==> config.mk <==
export PLATFORM = sky130hd
export DESIGN_NAME = matrix_key_scanner
export DESIGN_NICKNAME = d
export VERILOG_FILES = /design/src/rtl/matrix_key_scanner_pkg.sv /design/src/rtl/matrix_key_scanner_scan_tick_gen.sv /design/src/rtl/matrix_key_scanner.sv
export SDC_FILE = /design/constraint.sdc
export NUM_CORES = 1
export LEC_CHECK = 0
export CAP_MARGIN = 20
export CORE_MARGIN = 5
export CORE_UTILIZATION = 55
export DETAILED_ROUTE_END_ITERATION = 16
export PLACE_DENSITY = 0.84
export SETUP_SLACK_MARGIN = 0.2
export SYNTH_ARGS = -nofsm -noshare
export SYNTH_HDL_FRONTEND = slang
export SYNTH_SLANG_ARGS = --single-unit
export TNS_END_PERCENT = 100
==> constraint.sdc <==
create_clock -name clk -period 2.4 [get_ports clk]
set_clock_uncertainty 0.05 [all_clocks]
set_input_delay 0.36 -clock clk [delete_from_list [all_inputs] [get_ports clk]]
set_output_delay 0.36 -clock clk [all_outputs]
set_load 0.02 [all_outputs]
==> src/rtl/matrix_key_scanner_pkg.sv <==
// Shared definitions for the keypad scanner and the display/IO blocks that
// consume its key codes.
//   scan_state_e     : scanner FSM states (SCAN, PRESS_DB, HELD)
//   KEY_CODE_W       : width of a key index (row*4+col)
//   lowest_low_col() : index of the lowest active-low column in a sample
package matrix_key_scanner_pkg;

  localparam int KEY_CODE_W = 4;
  localparam int KP_ROWS    = 4;
  localparam int KP_COLS    = 4;

  typedef enum logic [1:0] {
    SCAN     = 2'd0,
    PRESS_DB = 2'd1,
    HELD     = 2'd2
  } scan_state_e;

  // Priority encode: when several keys in one row are down, the lowest
  // column wins. The caller has already checked that at least one bit is low.
  function automatic logic [1:0] lowest_low_col(input logic [KP_COLS-1:0] cols_n);
    logic [1:0] idx;
    if (!cols_n[0])      idx = 2'd0;
    else if (!cols_n[1]) idx = 2'd1;
    else if (!cols_n[2]) idx = 2'd2;
    else                 idx = 2'd3;
    return idx;
  endfunction

endpackage

==> src/rtl/matrix_key_scanner_scan_tick_gen.sv <==
// Scan-tick prescaler.
//   clk   : system clock
//   reset : asynchronous, active-high
//   tick  : high for one clk cycle out of every TICK_DIV, the first one
//           TICK_DIV cycles after reset release
module scan_tick_gen #(
  parameter int TICK_DIV = 50000
) (
  input  logic clk,
  input  logic reset,
  output logic tick
);

  localparam int CNT_W = (TICK_DIV > 2) ? $clog2(TICK_DIV) : 1;

  logic [CNT_W-1:0] cnt_q;
  logic [CNT_W-1:0] cnt_d;

  always_comb begin
    tick  = (cnt_q == CNT_W'(TICK_DIV - 1));
    cnt_d = tick ? '0 : cnt_q + CNT_W'(1);
  end

  always_ff @(posedge clk or posedge reset) begin
    if (reset) cnt_q <= '0;
    else       cnt_q <= cnt_d;
  end

endmodule

==> src/rtl/matrix_key_scanner.sv <==
// 4x4 matrix keypad scanner with press/release debounce and a one-deep
// valid/ready output holding register.
//   clk          : system clock
//   reset        : asynchronous, active-high
//   row_n[3:0]   : row drive, active-low, exactly one row low
//   col_n[3:0]   : column sense, active-low, asynchronous to clk
//   key_code[3:0]: accepted key index, row*4+col
//   key_valid    : key_code holds a key not yet consumed
//   key_ready    : consumer takes key_code when key_valid & key_ready
//   key_overflow : sticky, a debounced key was dropped while one was pending
module matrix_key_scanner
  import matrix_key_scanner_pkg::*;
#(
  parameter int TICK_DIV       = 50000,
  parameter int DEBOUNCE_TICKS = 10
) (
  input  logic                  clk,
  input  logic                  reset,
  output logic [KP_ROWS-1:0]    row_n,
  input  logic [KP_COLS-1:0]    col_n,
  output logic [KEY_CODE_W-1:0] key_code,
  output logic                  key_valid,
  input  logic                  key_ready,
  output logic                  key_overflow
);

  localparam int DB_W = $clog2(DEBOUNCE_TICKS + 1);
  localparam logic [DB_W-1:0] DB_LAST = DB_W'(DEBOUNCE_TICKS - 1);

  logic tick;

  scan_tick_gen #(.TICK_DIV(TICK_DIV)) u_tick (
    .clk   (clk),
    .reset (reset),
    .tick  (tick)
  );

  logic [KP_COLS-1:0]    col_meta_q, col_meta_d;
  logic [KP_COLS-1:0]    col_s_q, col_s_d;
  scan_state_e           state_q, state_d;
  logic [1:0]            row_q, row_d;
  logic [KP_ROWS-1:0]    row_n_q, row_n_d;
  logic [1:0]            col_q, col_d;
  logic [DB_W-1:0]       db_cnt_q, db_cnt_d;
  logic [KEY_CODE_W-1:0] key_code_q, key_code_d;
  logic                  key_valid_q, key_valid_d;
  logic                  key_overflow_q, key_overflow_d;

  logic emit;
  logic handshake;

  // State register, synchronizer and output holding registers.
  always_ff @(posedge clk or posedge reset) begin
    if (reset) begin
      col_meta_q     <= '1;
      col_s_q        <= '1;
      state_q        <= SCAN;
      row_q          <= 2'd0;
      row_n_q        <= 4'b1110;
      col_q          <= 2'd0;
      db_cnt_q       <= '0;
      key_code_q     <= '0;
      key_valid_q    <= 1'b0;
      key_overflow_q <= 1'b0;
    end else begin
      col_meta_q     <= col_meta_d;
      col_s_q        <= col_s_d;
      state_q        <= state_d;
      row_q          <= row_d;
      row_n_q        <= row_n_d;
      col_q          <= col_d;
      db_cnt_q       <= db_cnt_d;
      key_code_q     <= key_code_d;
      key_valid_q    <= key_valid_d;
      key_overflow_q <= key_overflow_d;
    end
  end

  // Next-state logic. Everything moves only on a scan tick; the row index
  // and its one-cold drive pattern advance together.
  always_comb begin
    col_meta_d = col_n;
    col_s_d    = col_meta_q;
    state_d    = state_q;
    row_d      = row_q;
    row_n_d    = row_n_q;
    col_d      = col_q;
    db_cnt_d   = db_cnt_q;
    if (tick) begin
      case (state_q)
        SCAN: begin
          if (col_s_q != 4'hF) begin
            col_d    = lowest_low_col(col_s_q);
            db_cnt_d = '0;
            state_d  = PRESS_DB;
          end else begin
            row_d   = row_q + 2'd1;
            row_n_d = {row_n_q[2:0], row_n_q[3]};
          end
        end
        PRESS_DB: begin
          if (!col_s_q[col_q]) begin
            if (db_cnt_q == DB_LAST) begin
              db_cnt_d = '0;
              state_d  = HELD;
            end else begin
              db_cnt_d = db_cnt_q + DB_W'(1);
            end
          end else begin
            // Bounce: give up on this key and keep scanning.
            state_d = SCAN;
            row_d   = row_q + 2'd1;
            row_n_d = {row_n_q[2:0], row_n_q[3]};
          end
        end
        HELD: begin
          // Any key in the driven row restarts the release count, so a
          // second key pressed in the same row holds us here too.
          if (col_s_q == 4'hF) begin
            if (db_cnt_q == DB_LAST) begin
              db_cnt_d = '0;
              state_d  = SCAN;
              row_d    = row_q + 2'd1;
              row_n_d  = {row_n_q[2:0], row_n_q[3]};
            end else begin
              db_cnt_d = db_cnt_q + DB_W'(1);
            end
          end else begin
            db_cnt_d = '0;
          end
        end
        default: begin
          state_d  = SCAN;
          db_cnt_d = '0;
        end
      endcase
    end
  end

  // Output logic. A key emitted in the same cycle the consumer takes the
  // pending one replaces it instead of being dropped.
  always_comb begin
    emit = tick && (state_q == PRESS_DB) && !col_s_q[col_q] && (db_cnt_q == DB_LAST);
    handshake      = key_valid_q & key_ready;
    key_code_d     = key_code_q;
    key_valid_d    = key_valid_q;
    key_overflow_d = key_overflow_q;
    if (handshake) begin
      key_valid_d    = 1'b0;
      key_overflow_d = 1'b0;
    end
    if (emit) begin
      if (!key_valid_q || key_ready) begin
        key_code_d  = KEY_CODE_W'({row_q, col_q});
        key_valid_d = 1'b1;
      end else begin
        key_overflow_d = 1'b1;
      end
    end
  end

  assign row_n        = row_n_q;
  assign key_code     = key_code_q;
  assign key_valid    = key_valid_q;
  assign key_overflow = key_overflow_q;

endmodule

== Word level (Yosys, flattened, before mapping) ==
Index checks and enable logic that the tools add are counted.

* Bitwise logic cells: 1
* Multiplexer cells: 33
* Add/sub/neg operators: 3
* Reductions and logical operators: 13
* $lt $le $gt $ge: 1
* Eq/ne operators: 13

{| class="wikitable"
|+ Operator list
! kind !! number
|-
| 2-to-1 mux 4 bit || 8
|-
| case mux 4 bit (3 select lines) || 2
|-
| 2-to-1 mux 2 bit || 11
|-
| adder 16 x 1 -> 16 bit, second input constant || 1
|-
| equality test 16 bit, second input constant || 1
|-
| 2-to-1 mux 16 bit || 1
|-
| != test 2 bit, second input constant || 6
|-
| case mux 2 bit (3 select lines) || 2
|-
| equality test 4 bit, second input constant || 2
|-
| 2-to-1 mux 1 bit || 8
|-
| AND reduction 3 bit || 2
|-
| AND reduction 6 bit || 1
|-
| AND reduction 5 bit || 1
|-
| adder 4 x 1 -> 4 bit, second input constant || 1
|-
| != test 4 bit, second input constant || 1
|-
| logical AND 1 bit || 3
|-
| less-than comparator 2 x 3 -> 1 bit, second input constant || 1
|-
| != test 3 bit, second input constant || 1
|-
| nonzero test 3 bit || 1
|-
| adder 2 x 1 -> 2 bit, second input constant || 1
|-
| binary-select mux 1 bit (select 2 bit) || 1
|-
| equality test 2 x 1 -> 1 bit, second input constant || 1
|-
| equality test 2 bit, second input constant || 1
|-
| zero test 1 bit || 2
|-
| 4 further kinds || 4
|}

* Word-level logic and storage cells: 75
* Output and inout port bits: 10
* Register bits after elaboration: 44

== Depth between registers and ports, before layout ==
Gate-level depths: netlist of run 1.

* Depth in word-level cells: 6
* Gate-level depth with buffers: 8
* Depth with buffers taken out: 7

== By module ==
From an unflattened synthesis of run 1, not the netlist that was laid out.

* Cells, all modules: 171
* Area total of the unflattened synthesis: 2075.7 µm²

{| class="wikitable"
|+ By module, submodules not included
! module !! instances !! sequential area each (µm²) !! cells each !! area an instance (µm²)
|-
| matrix_key_scanner || 1 || 714.4 || 101 || 1290.0
|-
| scan_tick_gen || 1 || 400.4 || 70 || 785.8
|}

== Least setup slack after synthesis of run 1 ==
No wires, ideal clock.

* Path kind: register to register
* Start: reg u_tick.cnt_q[11]
* End: reg row_n_q[0] (netlist: row_n[0])
* Cell stages (with the launch flop): 7
* Slack: 0.323 ns
* Data required time: 2.225 ns
* Library setup time: 0.125 ns
* Arrival time: 1.902 ns
* Cell sequence: dfrtp_1 or3_4 nor4_4 nand2_1 or3_1 buf_2 mux2_4

* Word-level cells in the longest chain between the ends: 2

{| class="wikitable"
|+ RTL lines
! element !! RTL line !! source
|-
| start: declaration || matrix_key_scanner_scan_tick_gen.sv:16 || <nowiki>logic [CNT_W-1:0] cnt_q;</nowiki>
|-
| start signal: assignment || matrix_key_scanner_scan_tick_gen.sv:26 || <nowiki>else cnt_q <= cnt_d;</nowiki>
|-
| equality test 16 bit || matrix_key_scanner_scan_tick_gen.sv:20 || <nowiki>tick = (cnt_q == CNT_W'(TICK_DIV - 1));</nowiki>
|-
| AND reduction 6 bit (no line) || -- ||
|-
| end signal: assignment || matrix_key_scanner.sv:70 || <nowiki>row_n_q <= row_n_d;</nowiki>
|-
| end: declaration || matrix_key_scanner.sv:42 || <nowiki>logic [KP_ROWS-1:0] row_n_q, row_n_d;</nowiki>
|}

Every way passes these cells.
A chain may end at the register's enable or synchronous reset.

== Worst setup path after layout of run 1 ==
* Start: reg u_tick.cnt_q[12]
* End: reg row_n_q[0] (netlist: row_n[0])

The elaborated chain is that of the path after synthesis.

==> results of run 1 <==
==> logic make-up (layout without fill, tap and decap cells) <==
logic type	after synthesis	count (layout)	synth area share (%)
and+or+nand+nor	63	63	17.6
buffers and inverters	12	46	2.31
DFF	44	44	55.5
xor gates and xnor gates	12	12	5.23
adders and majority gates	8	8	4.98
muxes	11	11	7.41
AOI/OAI and AO/OA	25	25	6.98
==> flip-flops by register name, indices dropped and copies added (netlist names) <==
name,flops
col_q,2
db_cnt_q,4
col_s_q,4
key_valid,1
col_meta_q,4
key_code,4
u_tick.cnt_q,16
row_q,2
state_q,2
row_n,4
key_overflow,1
==> Yosys cell counts, types with 2 or more instances <==
cell type	number
xnor2_1	7
mux2_2	5
nor2b_1	2
nand2b_1	5
dfrtp_1	33
xor2_1	5
mux2_4	4
nand4_1	3
nand3_1	8
and3_1	3
nand3b_1	2
a21oi_1	5
o21ai_0	14
or3_1	3
o31ai_1	2
nor3_1	3
nor2_1	12
ha_1	8
inv_1	10
nand4b_1	2
nand2_1	14
dfstp_2	11
==> power breakdown <==
part	switching [mW]	internal [mW]
clock	0.239	0.309
combinational	0.0186	0.0123
sequential	0.00456	0.753
total	0.263	1.07
==> layer usage <==
metal,part of all wire [%],routed length [microns],global-route usage (%),vias to the layer above
met5,0,0,0,-
met4,2.2,88,8.51,0
met3,4.4,178,3.60,13
met2,52,2100,29.1,40
met1,41,1650,19.8,691
li1,-,-,-,664
==> critical path, stage by stage, from the launching register on <==
cell	delay, ns
dfrtp_1	0.44
nand4b_1	0.31
nor4_4	0.35
buf_4	0.17
nand2_2	0.06
or3_4	0.44
mux2_4	0.31
==> worst paths after layout <==
| kind | endpoint | cells after the start |
|---|---|---|
| min in group asynchronous | db_cnt_q[3]$_DFFE_PP0P_ | 3 |
| hold reg to reg | col_s_q[1]$_DFF_PP1_ | 0 |
| hold / removal | col_s_q[1]$_DFF_PP1_ | 0 |
| setup / recovery | row_n[0]$_DFFE_PP0P_ | 6 |
| max in group asynchronous | u_tick.cnt_q[10]$_DFF_PP0_ | 3 |
| setup reg to reg | row_n[0]$_DFFE_PP0P_ | 6 |
==> what timing repair did <==
action / CTS / global route
buffers inserted: 0 / 10
pin swaps: 1 / 3
setup endpoints to repair: 11 / 12
hold buffers: 0 / 0
gates resized for setup: 4 / 7
==> cell type report <==
cell class              count  area [sq um]
fillers                   240          1140
flip-flops and latches     44          1120
multi-input cells         119           895
repair buffers             28           254
clock buffers               6          72.6
well taps                  48          60.1
inverters                  10          37.5
clock inverters             2          35.0
==> flow_summary.ini, run 1 <==
[synthesis]
syn_area_sq_um = 2010
synthCells = 175
synth-seq-area-share_pct = 55.5
ys.flop_type = dfrtp_1
syn_avg_cell_area_sq_um = 11.5
yosys_warnings = 0
yosys.area.top_type = dfrtp_1
synth-edff-count = 0
ys_ff_latch = 44
synth_top_area_share_pct = 41.1
ys_types = 36
synthesis.nets = 190
synth_area_leaders = dfrtp_1, dfstp_2, ha_1, o21ai_0, xnor2_1
async_flop_share_pct = 100

[route]
dr.pass1.iters = 4
vias_per_cell = 5.48
vias = 1408
drt_iter0_drc = 95
drc = 0
drt-total-wl_microns = 4020
postRouteAntennaNets = 0
wire_per_inst_microns = 15.7

[final_layout]
drive_gt1_share_pct = 23.9
final_common_cell = dfrtp_1
diodes = 0
layout_common_cells = dfrtp_1, clkdlybuf4s50_1, nand2_1, o21ai_0, nor2_1
utilization_pct = 68.5
fin_area_sq_um = 2470
stdcell_count = 257
area_growth_pct = 23.0
nNetsFinal = 223

[timing]
drv_slew = 0
setup_viol = 0
min_period_ns = 2.25
setup-tns-final_ns = 0
rsz0062_at_grt = false
max_freq_mhz = 445
relSlewSlack_pct = 63.9
finalHoldViolations = 0
timing.hold.ws_ns = 0.308
worstMarginPinSlew_ns = 0.542
final.setup.worst_slack_ns = 0.154
period_share_pct = 93.6

[worst_hold_path]
hp-start = col_meta_q[1]$_DFF_PP1_
timing.hold.worst.class = reg -> reg

[pwr]
p_total_mw = 1.34
power_density_nw_per_um2 = 541
ir_drop_v = 0.000396
leakage_nw = 1.09

[worst_setup_path]
reg2reg_slack_ns = 0.15
cp-start-kind = register
cp_max_fo = 5
end_kind = register
crit_type = reg -> reg
timing.rr.start = u_tick.cnt_q[12]$_DFF_PP0_
crit_required_ns = 2.53
crit_arrival_ns = 2.37
worstSetupStartpoint = u_tick.cnt_q[12]$_DFF_PP0_

[global_routing]
grt.overflow.total = 0
antenna_found_initial = 0
grt_max_degree = 45
grt_pass1_wl_microns = 6550
grt_pass1_vias = 1393
grtUsageTotal_pct = 16.9

[clocking]
clock_path_buffers = 2
clk_pin_slew_worst_paths_ns = 0.08
htree_levels = 2
cts_tree = built
clk_latency_ns = 0.30
clock-sinks = 44
cts_root_buffer = clkbuf_8
numCtsBuffers = 5

[placement]
port_buffers = 16
globalplace.congestion = 0.839
dp_hpwl_microns = 2680
dp_slack_ns = 0.0844
dpl_cell_area_sq_um = 2230
place_inst = 239

[job]
drv_cap = 0

[floorplanning]
io_pins = 17
die-area_sq_um = 4960
die_w_microns = 70.4
die_y_microns = 70.4
core_area_sq_um = 3610
row_count = 22
initial_core_util_pct = 55.7

[run_status]
outcome = finished clean
Power figures use the tool's default switching activity.
==> inputs of run 2 (changes only) <==
--- a/config.mk
+++ b/config.mk
@@ -9,6 +9,7 @@
 export CORE_MARGIN = 5
 export CORE_UTILIZATION = 55
 export DETAILED_ROUTE_END_ITERATION = 16
+export GPL_ROUTABILITY_DRIVEN = 0
 export PLACE_DENSITY = 0.84
 export SETUP_SLACK_MARGIN = 0.2
 export SYNTH_ARGS = -nofsm -noshare
==> results of run 2 <==
No change in the layout: final DEF, timing and power equal those of run 1.
==> inputs of run 3 (changes only) <==
--- a/config.mk
+++ b/config.mk
@@ -6,6 +6,7 @@
 export NUM_CORES = 1
 export LEC_CHECK = 0
 export CAP_MARGIN = 20
+export CORE_ASPECT_RATIO = 0.5
 export CORE_MARGIN = 5
 export CORE_UTILIZATION = 55
 export DETAILED_ROUTE_END_ITERATION = 16
==> run 3 against run 2 <==
Critical path depth unchanged. Total power down 3.2%. Worst hold slack improved by 0.0014 ns.
==> flow_summary.ini, run 3 (same netlist as run 1, synthesis figures left out) <==
[timing]
period_share_pct = 93.3
finalHoldViolations = 0
min_period_ns = 2.24
rsz0062_at_grt = true
max_freq_mhz = 447
setup_viol = 0
drv_slew = 0
final.setup.worst_slack_ns = 0.162
relSlewSlack_pct = 64.1
worstMarginPinSlew_ns = 0.539
setup-tns-final_ns = 0

[route]
vias_per_cell = 5.45
vias = 1423
wire_per_inst_microns = 15.5
dr.pass1.iters = 6
drt-total-wl_microns = 4050
drc = 0
drt_iter0_drc = 72
postRouteAntennaNets = 0

[clocking]
cts_root_buffer = clkbuf_8
clock_path_buffers = 2
numCtsBuffers = 5
clock-sinks = 44
htree_levels = 2
clk_latency_ns = 0.30
cts_tree = built
clk_pin_slew_worst_paths_ns = 0.08
hold_buffers = 0

[worst_setup_path]
crit_required_ns = 2.54
crit_arrival_ns = 2.38
cp_max_fo = 5
end_kind = register
cp-start-kind = register
crit_type = reg -> reg

[final_layout]
diodes = 0
layout_common_cells = dfrtp_1, clkdlybuf4s50_1, o21ai_0
top_register = u_tick.cnt_q
final_common_cell = dfrtp_1
stdcell_count = 261
area_growth_pct = 22.9
nNetsFinal = 224
largest_reg_flops = 16
drive_gt1_share_pct = 23.8

[floorplanning]
die-area_sq_um = 5030
die_y_microns = 52.7
initial_core_util_pct = 57.8
io_pins = 17
core_area_sq_um = 3470
die_w_microns = 95.5
row_count = 15

[placement]
dp_slack_ns = 0.135
port_buffers = 16
place_inst = 243
dp_hpwl_microns = 2620

[pwr]
p_switching_mw = 0.266
p_int_mw = 1.03
clockPowerShare_pct = 39.1
seq_power_share_pct = 58.5
switching_share_pct = 20.5
power_density_nw_per_um2 = 524
p_total_mw = 1.29
ir_drop_v = 0.000253
leakage_nw = 1.08
p_comb_share_pct = 2.4

[job]
drv_cap = 0

[run_status]
outcome = finished clean

[global_routing]
grt_pass1_vias = 1489
grt_pass1_wl_microns = 6760
grtUsageTotal_pct = 18.0
grt_max_degree = 45
grt.overflow.total = 0
antenna_found_initial = 0

[worst_hold_path]
timing.hold.worst.class = reg -> reg
run 3: worst paths after layout:
kind | slack (ns) | startpoint | cells after the start | endpoint
max | 0.16 | u_tick.cnt_q[11]$_DFF_PP0_ | 6 | row_n[0]$_DFFE_PP0P_
min | 0.31 | col_meta_q[0]$_DFF_PP1_ | 0 | col_s_q[0]$_DFF_PP1_
max reg2reg | 0.16 | u_tick.cnt_q[11]$_DFF_PP0_ | 6 | row_n[0]$_DFFE_PP0P_
min reg2reg | 0.31 | col_meta_q[0]$_DFF_PP1_ | 0 | col_s_q[0]$_DFF_PP1_
max in group asynchronous | 1.47 | reset | 3 | u_tick.cnt_q[11]$_DFF_PP0_
min in group asynchronous | 0.45 | reset | 3 | u_tick.cnt_q[12]$_DFF_PP0_
run 3: area by class of cell:
type	count	area [sq um]
clock buffer	8	100
fill	225	1000
inverter	10	37.5
multi-input combinational	119	888
sequential	44	1120
tap	51	63.8
timing repair buffer	29	262
run 3: power groups by stage:
stage | clock, mW | combinational, mW | sequential [mW]
2_1_floorplan | 0 | 0.0150 | 0.770
3_3_place_gp | 0 | 0.0302 | 0.771
3_5_place_dp | 0 | 0.0313 | 0.772
4_1_cts | 0.513 | 0.0316 | 0.758
5_1_grt | 0.555 | 0.0354 | 0.759
6_report | 0.506 | 0.0308 | 0.758
run 3: per-stage QoR:
step / hold slack (ns) / cell area (sq um) / utilization, %
floorplan: 0.295 / 2010 / -
global placement: 0.295 / 2250 / 64.7
detailed placement: 0.297 / 2250 / 64.7
finish: 0.310 / 2470 / 71.1
global route: 0.314 / 2470 / 71.1
CTS: 0.307 / 2370 / 68.2
run 3: layer usage:
layer  track usage [%]  part of all wire, %  vias to the layer above  wire length, microns
met3              4.16                  5.8                       12                   235
met5                 0                    0                        -                     0
li1                  -                    -                      673                     -
met4              10.6                  2.3                        0                    93
met2              32.8                   51                       44                  2050
met1              19.4                   41                      694                  1670
run 3: what timing repair did:
item,in CTS,in global routing
resized for setup,4,9
hold endpoints to repair,0,0
endpoints found under the setup margin,10,12
pin swaps,1,1
cloned,0,0
setup buffers,1,9
run 3: critical path, cell delays in order, from the launching register on:
cell and delay, ns:
dfrtp_2 0.42, or3_4 0.38, nor4_4 0.33, buf_4 0.19, nand2_2 0.05, or3_4 0.38
mux2_4 0.32
